===== src/rtl/dmem_arb_pkg.sv =====
// Shared types and defaults for the data-memory arbiter.
// Used by every file of the block; see dmem_arb_pick for the DMEM_ARB_RR_EN selector.
package dmem_arb_pkg;

   localparam int NPORTS = 2;
   localparam int AW     = 64;
   localparam int DW     = 64;

   typedef enum logic [1:0] {
      IDLE   = 2'd0,
      ACCESS = 2'd1,
      RESP   = 2'd2
   } state_t;

   typedef logic [$clog2(NPORTS)-1:0] port_idx_t;

   function automatic port_idx_t next_port(input port_idx_t p);
      if (p == port_idx_t'(NPORTS - 1)) begin
         next_port = '0;
      end else begin
         next_port = p + port_idx_t'(1'b1);
      end
   endfunction

   function automatic logic [NPORTS-1:0] port_onehot(input port_idx_t p);
      port_onehot    = '0;
      port_onehot[p] = 1'b1;
   endfunction

endpackage


===== src/rtl/dmem_arb_if.sv =====
// Requester and memory-side bus of the data-memory arbiter.
// master = requesters plus memory model, slave = the arbiter itself.
interface dmem_arb_if;
   import dmem_arb_pkg::*;

   logic [NPORTS-1:0]         req;
   logic [NPORTS-1:0]         we;
   logic [NPORTS-1:0][AW-1:0] addr;
   logic [NPORTS-1:0][DW-1:0] wdata;
   logic [NPORTS-1:0]         ack;
   logic [DW-1:0]             rdata;
   logic                      mem_write;
   logic                      mem_read;
   logic [AW-1:0]             mem_addr;
   logic [DW-1:0]             mem_wdata;
   logic [DW-1:0]             mem_rdata;

   modport master (
      output req, we, addr, wdata, mem_rdata,
      input  ack, rdata, mem_write, mem_read, mem_addr, mem_wdata
   );

   modport slave (
      input  req, we, addr, wdata, mem_rdata,
      output ack, rdata, mem_write, mem_read, mem_addr, mem_wdata
   );

endinterface


===== src/rtl/dmem_arb_pick.sv =====
// Combinational winner select. DMEM_ARB_RR_EN defined: round-robin from ptr;
// undefined: fixed priority, port 0 wins every tie and ptr is ignored.
module dmem_arb_pick
   import dmem_arb_pkg::*;
(
   input  logic [NPORTS-1:0] req,
   input  port_idx_t         ptr,
   output logic              grant_valid,
   output port_idx_t         grant_id
);

   // Pick one pending requester; grant_id is don't-care when nothing is pending.
   always_comb begin
      grant_valid = |req;
      grant_id    = '0;
`ifdef DMEM_ARB_RR_EN
      if (req[ptr]) begin
         grant_id = ptr;
      end else begin
         grant_id = next_port(ptr);
      end
`else
      if (req[0]) begin
         grant_id = '0;
      end else begin
         grant_id = port_idx_t'(1'b1);
      end
`endif
   end

`ifndef DMEM_ARB_RR_EN
   logic unused_ptr_s;
   assign unused_ptr_s = ^ptr;
`endif

endmodule


===== src/rtl/dmem_arbiter.sv =====
// Two-port arbiter/sequencer for the 64-byte data memory: IDLE -> ACCESS -> RESP.
// All memory controls are registered. DMEM_ARB_RR_EN selects round-robin arbitration.
module dmem_arbiter
   import dmem_arb_pkg::*;
(
   input logic       clk,
   input logic       reset,
   dmem_arb_if.slave bus
);

   state_t            state_r;
   state_t            state_s;
   port_idx_t         ptr_s;
   port_idx_t         grant_id_s;
   port_idx_t         grant_id_r;
   logic              grant_valid_s;
   logic [NPORTS-1:0] ack_r;
   logic [DW-1:0]     rdata_r;
   logic              mem_write_r;
   logic              mem_read_r;
   logic [AW-1:0]     mem_addr_r;
   logic [DW-1:0]     mem_wdata_r;

   dmem_arb_pick u_pick (
      .req         (bus.req),
      .ptr         (ptr_s),
      .grant_valid (grant_valid_s),
      .grant_id    (grant_id_s)
   );

`ifdef DMEM_ARB_RR_EN
   port_idx_t ptr_r;

   // Round-robin pointer moves past the winner on every grant.
   always_ff @(posedge clk or negedge reset) begin
      if (!reset) begin
         ptr_r <= '0;
      end else if ((state_r == IDLE) && grant_valid_s) begin
         ptr_r <= next_port(grant_id_s);
      end
   end

   assign ptr_s = ptr_r;
`else
   assign ptr_s = '0;
`endif

   // State register.
   always_ff @(posedge clk or negedge reset) begin
      if (!reset) begin
         state_r <= IDLE;
      end else begin
         state_r <= state_s;
      end
   end

   // Next state: requests are only looked at in IDLE.
   always_comb begin
      state_s = state_r;
      case (state_r)
         IDLE: begin
            if (grant_valid_s) begin
               state_s = ACCESS;
            end else begin
               state_s = IDLE;
            end
         end
         ACCESS:  state_s = RESP;
         RESP:    state_s = IDLE;
         default: state_s = IDLE;
      endcase
   end

   // Output registers; strobes and ack are single-cycle, address/data hold.
   always_ff @(posedge clk or negedge reset) begin
      if (!reset) begin
         grant_id_r  <= '0;
         ack_r       <= '0;
         rdata_r     <= '0;
         mem_write_r <= 1'b0;
         mem_read_r  <= 1'b0;
         mem_addr_r  <= '0;
         mem_wdata_r <= '0;
      end else begin
         ack_r       <= '0;
         mem_write_r <= 1'b0;
         mem_read_r  <= 1'b0;
         case (state_r)
            IDLE: begin
               if (grant_valid_s) begin
                  grant_id_r  <= grant_id_s;
                  mem_addr_r  <= bus.addr[grant_id_s];
                  mem_wdata_r <= bus.wdata[grant_id_s];
                  mem_write_r <= bus.we[grant_id_s];
                  mem_read_r  <= ~bus.we[grant_id_s];
               end
            end
            ACCESS: begin
               ack_r <= port_onehot(grant_id_r);
               if (mem_read_r) begin
                  rdata_r <= bus.mem_rdata;
               end
            end
            default: begin
            end
         endcase
      end
   end

   assign bus.ack       = ack_r;
   assign bus.rdata     = rdata_r;
   assign bus.mem_write = mem_write_r;
   assign bus.mem_read  = mem_read_r;
   assign bus.mem_addr  = mem_addr_r;
   assign bus.mem_wdata = mem_wdata_r;

endmodule


===== src/flat_wrapper.sv =====
// flat-port wrapper written by rule: the top's interface ports become plain ports
module dmem_arbiter_flat import dmem_arb_pkg::*;
  (clk, reset, bus_req, bus_we, bus_addr, bus_wdata, bus_mem_rdata, bus_ack, bus_rdata, bus_mem_write, bus_mem_read, bus_mem_addr, bus_mem_wdata);
  dmem_arb_if bus_i ();
  input logic clk;
  input logic reset;
  input wire logic [$bits(bus_i.req)-1:0] bus_req;
  input wire logic [$bits(bus_i.we)-1:0] bus_we;
  input wire logic [$bits(bus_i.addr)-1:0] bus_addr;
  input wire logic [$bits(bus_i.wdata)-1:0] bus_wdata;
  input wire logic [$bits(bus_i.mem_rdata)-1:0] bus_mem_rdata;
  output wire logic [$bits(bus_i.ack)-1:0] bus_ack;
  output wire logic [$bits(bus_i.rdata)-1:0] bus_rdata;
  output wire logic [$bits(bus_i.mem_write)-1:0] bus_mem_write;
  output wire logic [$bits(bus_i.mem_read)-1:0] bus_mem_read;
  output wire logic [$bits(bus_i.mem_addr)-1:0] bus_mem_addr;
  output wire logic [$bits(bus_i.mem_wdata)-1:0] bus_mem_wdata;
  assign bus_i.req = bus_req;
  assign bus_i.we = bus_we;
  assign bus_i.addr = bus_addr;
  assign bus_i.wdata = bus_wdata;
  assign bus_i.mem_rdata = bus_mem_rdata;
  assign bus_ack = bus_i.ack;
  assign bus_rdata = bus_i.rdata;
  assign bus_mem_write = bus_i.mem_write;
  assign bus_mem_read = bus_i.mem_read;
  assign bus_mem_addr = bus_i.mem_addr;
  assign bus_mem_wdata = bus_i.mem_wdata;
  dmem_arbiter u_core (.clk(clk), .reset(reset), .bus(bus_i));
endmodule

===== config.mk =====
export PLATFORM = sky130hd
export DESIGN_NAME = dmem_arbiter_flat
export DESIGN_NICKNAME = d
export VERILOG_FILES = /design/src/rtl/dmem_arb_pkg.sv /design/src/rtl/dmem_arb_if.sv /design/src/rtl/dmem_arb_pick.sv /design/src/rtl/dmem_arbiter.sv /design/src/flat_wrapper.sv
export SDC_FILE = /design/constraint.sdc
export NUM_CORES = 1
export LEC_CHECK = 0
export BUFFER_PORTS_ARGS = -buffer_cell sky130_fd_sc_hd__buf_2
export CORE_AREA = 8 8 196 198
export DETAILED_ROUTE_END_ITERATION = 8
export DIE_AREA = 0 0 204 206
export GPL_ROUTABILITY_DRIVEN = 0
export HOLD_SLACK_MARGIN = 0.15
export PLACE_DENSITY = 0.5
export SYNTH_ARGS = -nofsm -noshare
export SYNTH_HDL_FRONTEND = slang
export SYNTH_SLANG_ARGS = --single-unit

===== constraint.sdc =====
create_clock -name clk -period 2.93 [get_ports clk]
set_clock_uncertainty 0.05 [all_clocks]
set_input_delay 0.586 -clock clk [delete_from_list [all_inputs] [get_ports clk]]
set_output_delay 0.586 -clock clk [all_outputs]
set_load 0.01 [all_outputs]

==> results.yml <==
run_status:
  outcome: "completed"
yosys:
  synth_warnings: 0
  syn_avg_cell_area_um2: 16.3
  synth_area_leaders: "dfrtp_1 (54%), mux2_2 (28%), mux2_4 (14%)"
  ys_seq_area_share_pct: 54.0
  syn_inst: 566
  synth-seq-cells: 199
  synth_fp_nets: 892
  yosysUniqueCellTypes: 15
  synth_top_area_share_pct: 54.0
  synth.cell_area_um2: 9230
  yosys.area.top_type: "dfrtp_1"
global_routing:
  grt_first_pass_wirelength_mm: 46.8
  grt-ovfl-total: 0
  antenna_found_initial: 5
  track_usage_pct: 14.5
  grt_max_degree: 66
  grt_pass1_vias: 7522
placement:
  place_area_um2: 12400
  preCtsSetupSlack_ns: 0.714
  dp_hpwl_mm: 25.0
  port_buffers: 521
  dpl.cell_count: 1526
critical_path:
  path_buf_inv: 1
  critPathLaunchType: "register"
  crit_arrival_ns: 2.19
  crit_path_cell_trace: "nor2_1 > o21a_4 > buf_4 > mux2_2"
  cp-startpoint: "u_core.state_r[1]$_DFF_PN0_"
  path_max_fanout: 26
  r2r_start: "u_core.state_r[1]$_DFF_PN0_"
  crit_type: "register to register"
  required_ns: 3.21
  cpPeakStageDelay_ns: 0.38
  critPathSlowestCell: "dfrtp_1"
  cp_top_family: "flip-flops"
  endpoint_kind: "register"
clocking:
  clockBufferDepth: 2
  clock-sinks: 199
  cts_tree: "built"
  cts_max_level: 4
  clkTransAtPathRegs_ns: 0.08
  post_cts_resized: 0
  cts_root_buf: "clkbuf_16"
  clk_latency_ns: 0.44
  cts-buffers-inserted: 17
sta:
  layout_setup_ws_ns: 1.02
  hold_viol_final: 0
  slew_viol_final: 0
  finalSetupViolations: 0
  fin_crit_ns: 1.91
  relSlewSlack_pct: 62.5
  timing.hold.ws_ns: 0.314
  fin_setup_tns_ns: 0
  worstMarginPinSlew_ns: 0.562
  rsz0062_at_grt: "false"
  fmax_mhz: 524
  post-route-period-util_pct: 65.2
power:
  power_mw: 13.4
  sw_frac_of_total_pct: 33.5
  switchingPower_mw: 4.48
  power.density_cell_area_nw_per_um2: 1030
  intPower_mw: 8.89
  p_seq_share_pct: 36.5
  power_frac_comb_pct: 44.1
  p_leak_nw: 6.44
  irDropWorstVdd_mv: 0.445
  clockPowerShare_pct: 19.5
detailed_routing:
  dr_total_vias: 6557
  routed_wl_mm: 31.6
  ant_nets: 0
  via_per_inst: 4.20
  wirelength_met1_mm: 12.0
  drc_errors: 0
  wl_met2_mm: 16.1
  route.met3.wl_mm: 2.99
  drt-initial-drc-count: 204
  highest_layer: "met5"
  post_drt_wl_per_cell_um: 20.2
  first_pass_iters: 4
die:
  die-area_um2: 42000
  rows: 69
  die_height_um: 206
  initial_core_util_pct: 26.2
  die_w_um: 204
  ios: 522
  core_um2: 35200
layout:
  layout-drive-gt1-share_pct: 80.9
  fin_util_pct: 36.9
  synthToLayoutAreaGrowth_pct: 41.0
  layoutNonFillerInstCount: 1560
  post-route-cell-area_um2: 13000
  finalNetCount: 1411
  layout_commonest_cell: "buf_2"
  final_cell_mix: "buf_2 (519), mux2_2 (233), dfrtp_1 (199)"
job:
  maxCapViolations: 0
min_path:
  min_path_type: "input pin to register"
  min_from: "bus_mem_rdata[34]"
==> worst register-to-register path, cell delays in order (launching register included) <==
cell	delay [ns]
dfrtp_1	0.38
nor2_1	0.28
o21a_4	0.31
buf_4	0.39
mux2_2	0.39
==> flip-flops by register name, indices dropped and copies added, names as in the netlist <==
signal / count
u_core.bus.mem_addr: 64
u_core.bus.mem_wdata: 64
u_core.bus.rdata: 64
u_core.bus.ack: 2
u_core.state_r: 2
u_core.bus.mem_read: 1
u_core.bus.mem_write: 1
u_core.grant_id_r: 1
==> layout make-up <==
cell class / count / area, um2
fill: 3436 / 22200
timing repair buffer: 536 / 2800
clock inverter: 10 / 164
multi-input combinational: 331 / 4010
sequential: 199 / 4980
antenna: 2 / 5.00
clock buffer: 21 / 480
tap: 461 / 577
==> synth_stat cells <==
cell type and instances:
dfrtp_1 199, clkbuf_2 1, clkbuf_1 2, nand2_2 1, o21a_1 1, nor2b_1 2, mux2_4 87, nor2_1 1
buf_2 22, and2_1 2, buf_6 11, and2b_1 1, mux2i_1 1, a21oi_1 2, mux2_2 233
==> timing repair <==
action                                 CTS  global route
hold buffers                             1             0
endpoints found under the hold margin   62             0
setup buffers                            0             0
==> routing by layer <==
metal  global-route usage (%)  vias to the layer above
met4                     3.99                        4
met5                        0                        -
met3                     6.19                       32
met1                     16.1                     3171
li1                         -                     3058
met2                     25.3                      292
==> worst paths after layout <==
kind	to	slack [ns]	depth (start not counted)
max	u_core.bus.mem_wdata[45]$_DFFE_PN0P_	1.02	4
min	u_core.bus.rdata[34]$_DFFE_PN0P_	0.31	2
max reg2reg	u_core.bus.mem_wdata[45]$_DFFE_PN0P_	1.02	4
min reg2reg	u_core.bus.ack[0]$_DFF_PN0_	0.42	1
max in group asynchronous	u_core.bus.rdata[36]$_DFFE_PN0P_	1.38	3
min in group asynchronous	u_core.bus.mem_addr[0]$_DFFE_PN0P_	0.66	2
==> power by group through the flow <==
| stage | clock network, mW | registers (mW) | logic [mW] |
|---|---|---|---|
| after detailed placement | 0 | 4.91 | 6.03 |
| final | 2.60 | 4.88 | 5.89 |
| after global routing | 2.82 | 5.07 | 6.31 |
| after global placement | 0 | 4.89 | 5.98 |
| after floorplan | 0 | 5.55 | 2.93 |
| after CTS | 2.71 | 4.89 | 6.04 |
==> cells by family after synthesis <==
| group | synth area share, % |
|---|---|
| multiplexers | 42.7 |
| AO/OA/AOI/OAI | 0.190 |
| AND/OR/NAND/NOR | 0.461 |
| buffers and inverters | 2.67 |
| flip-flops | 54.0 |
Power figures use the tool's default switching activity.
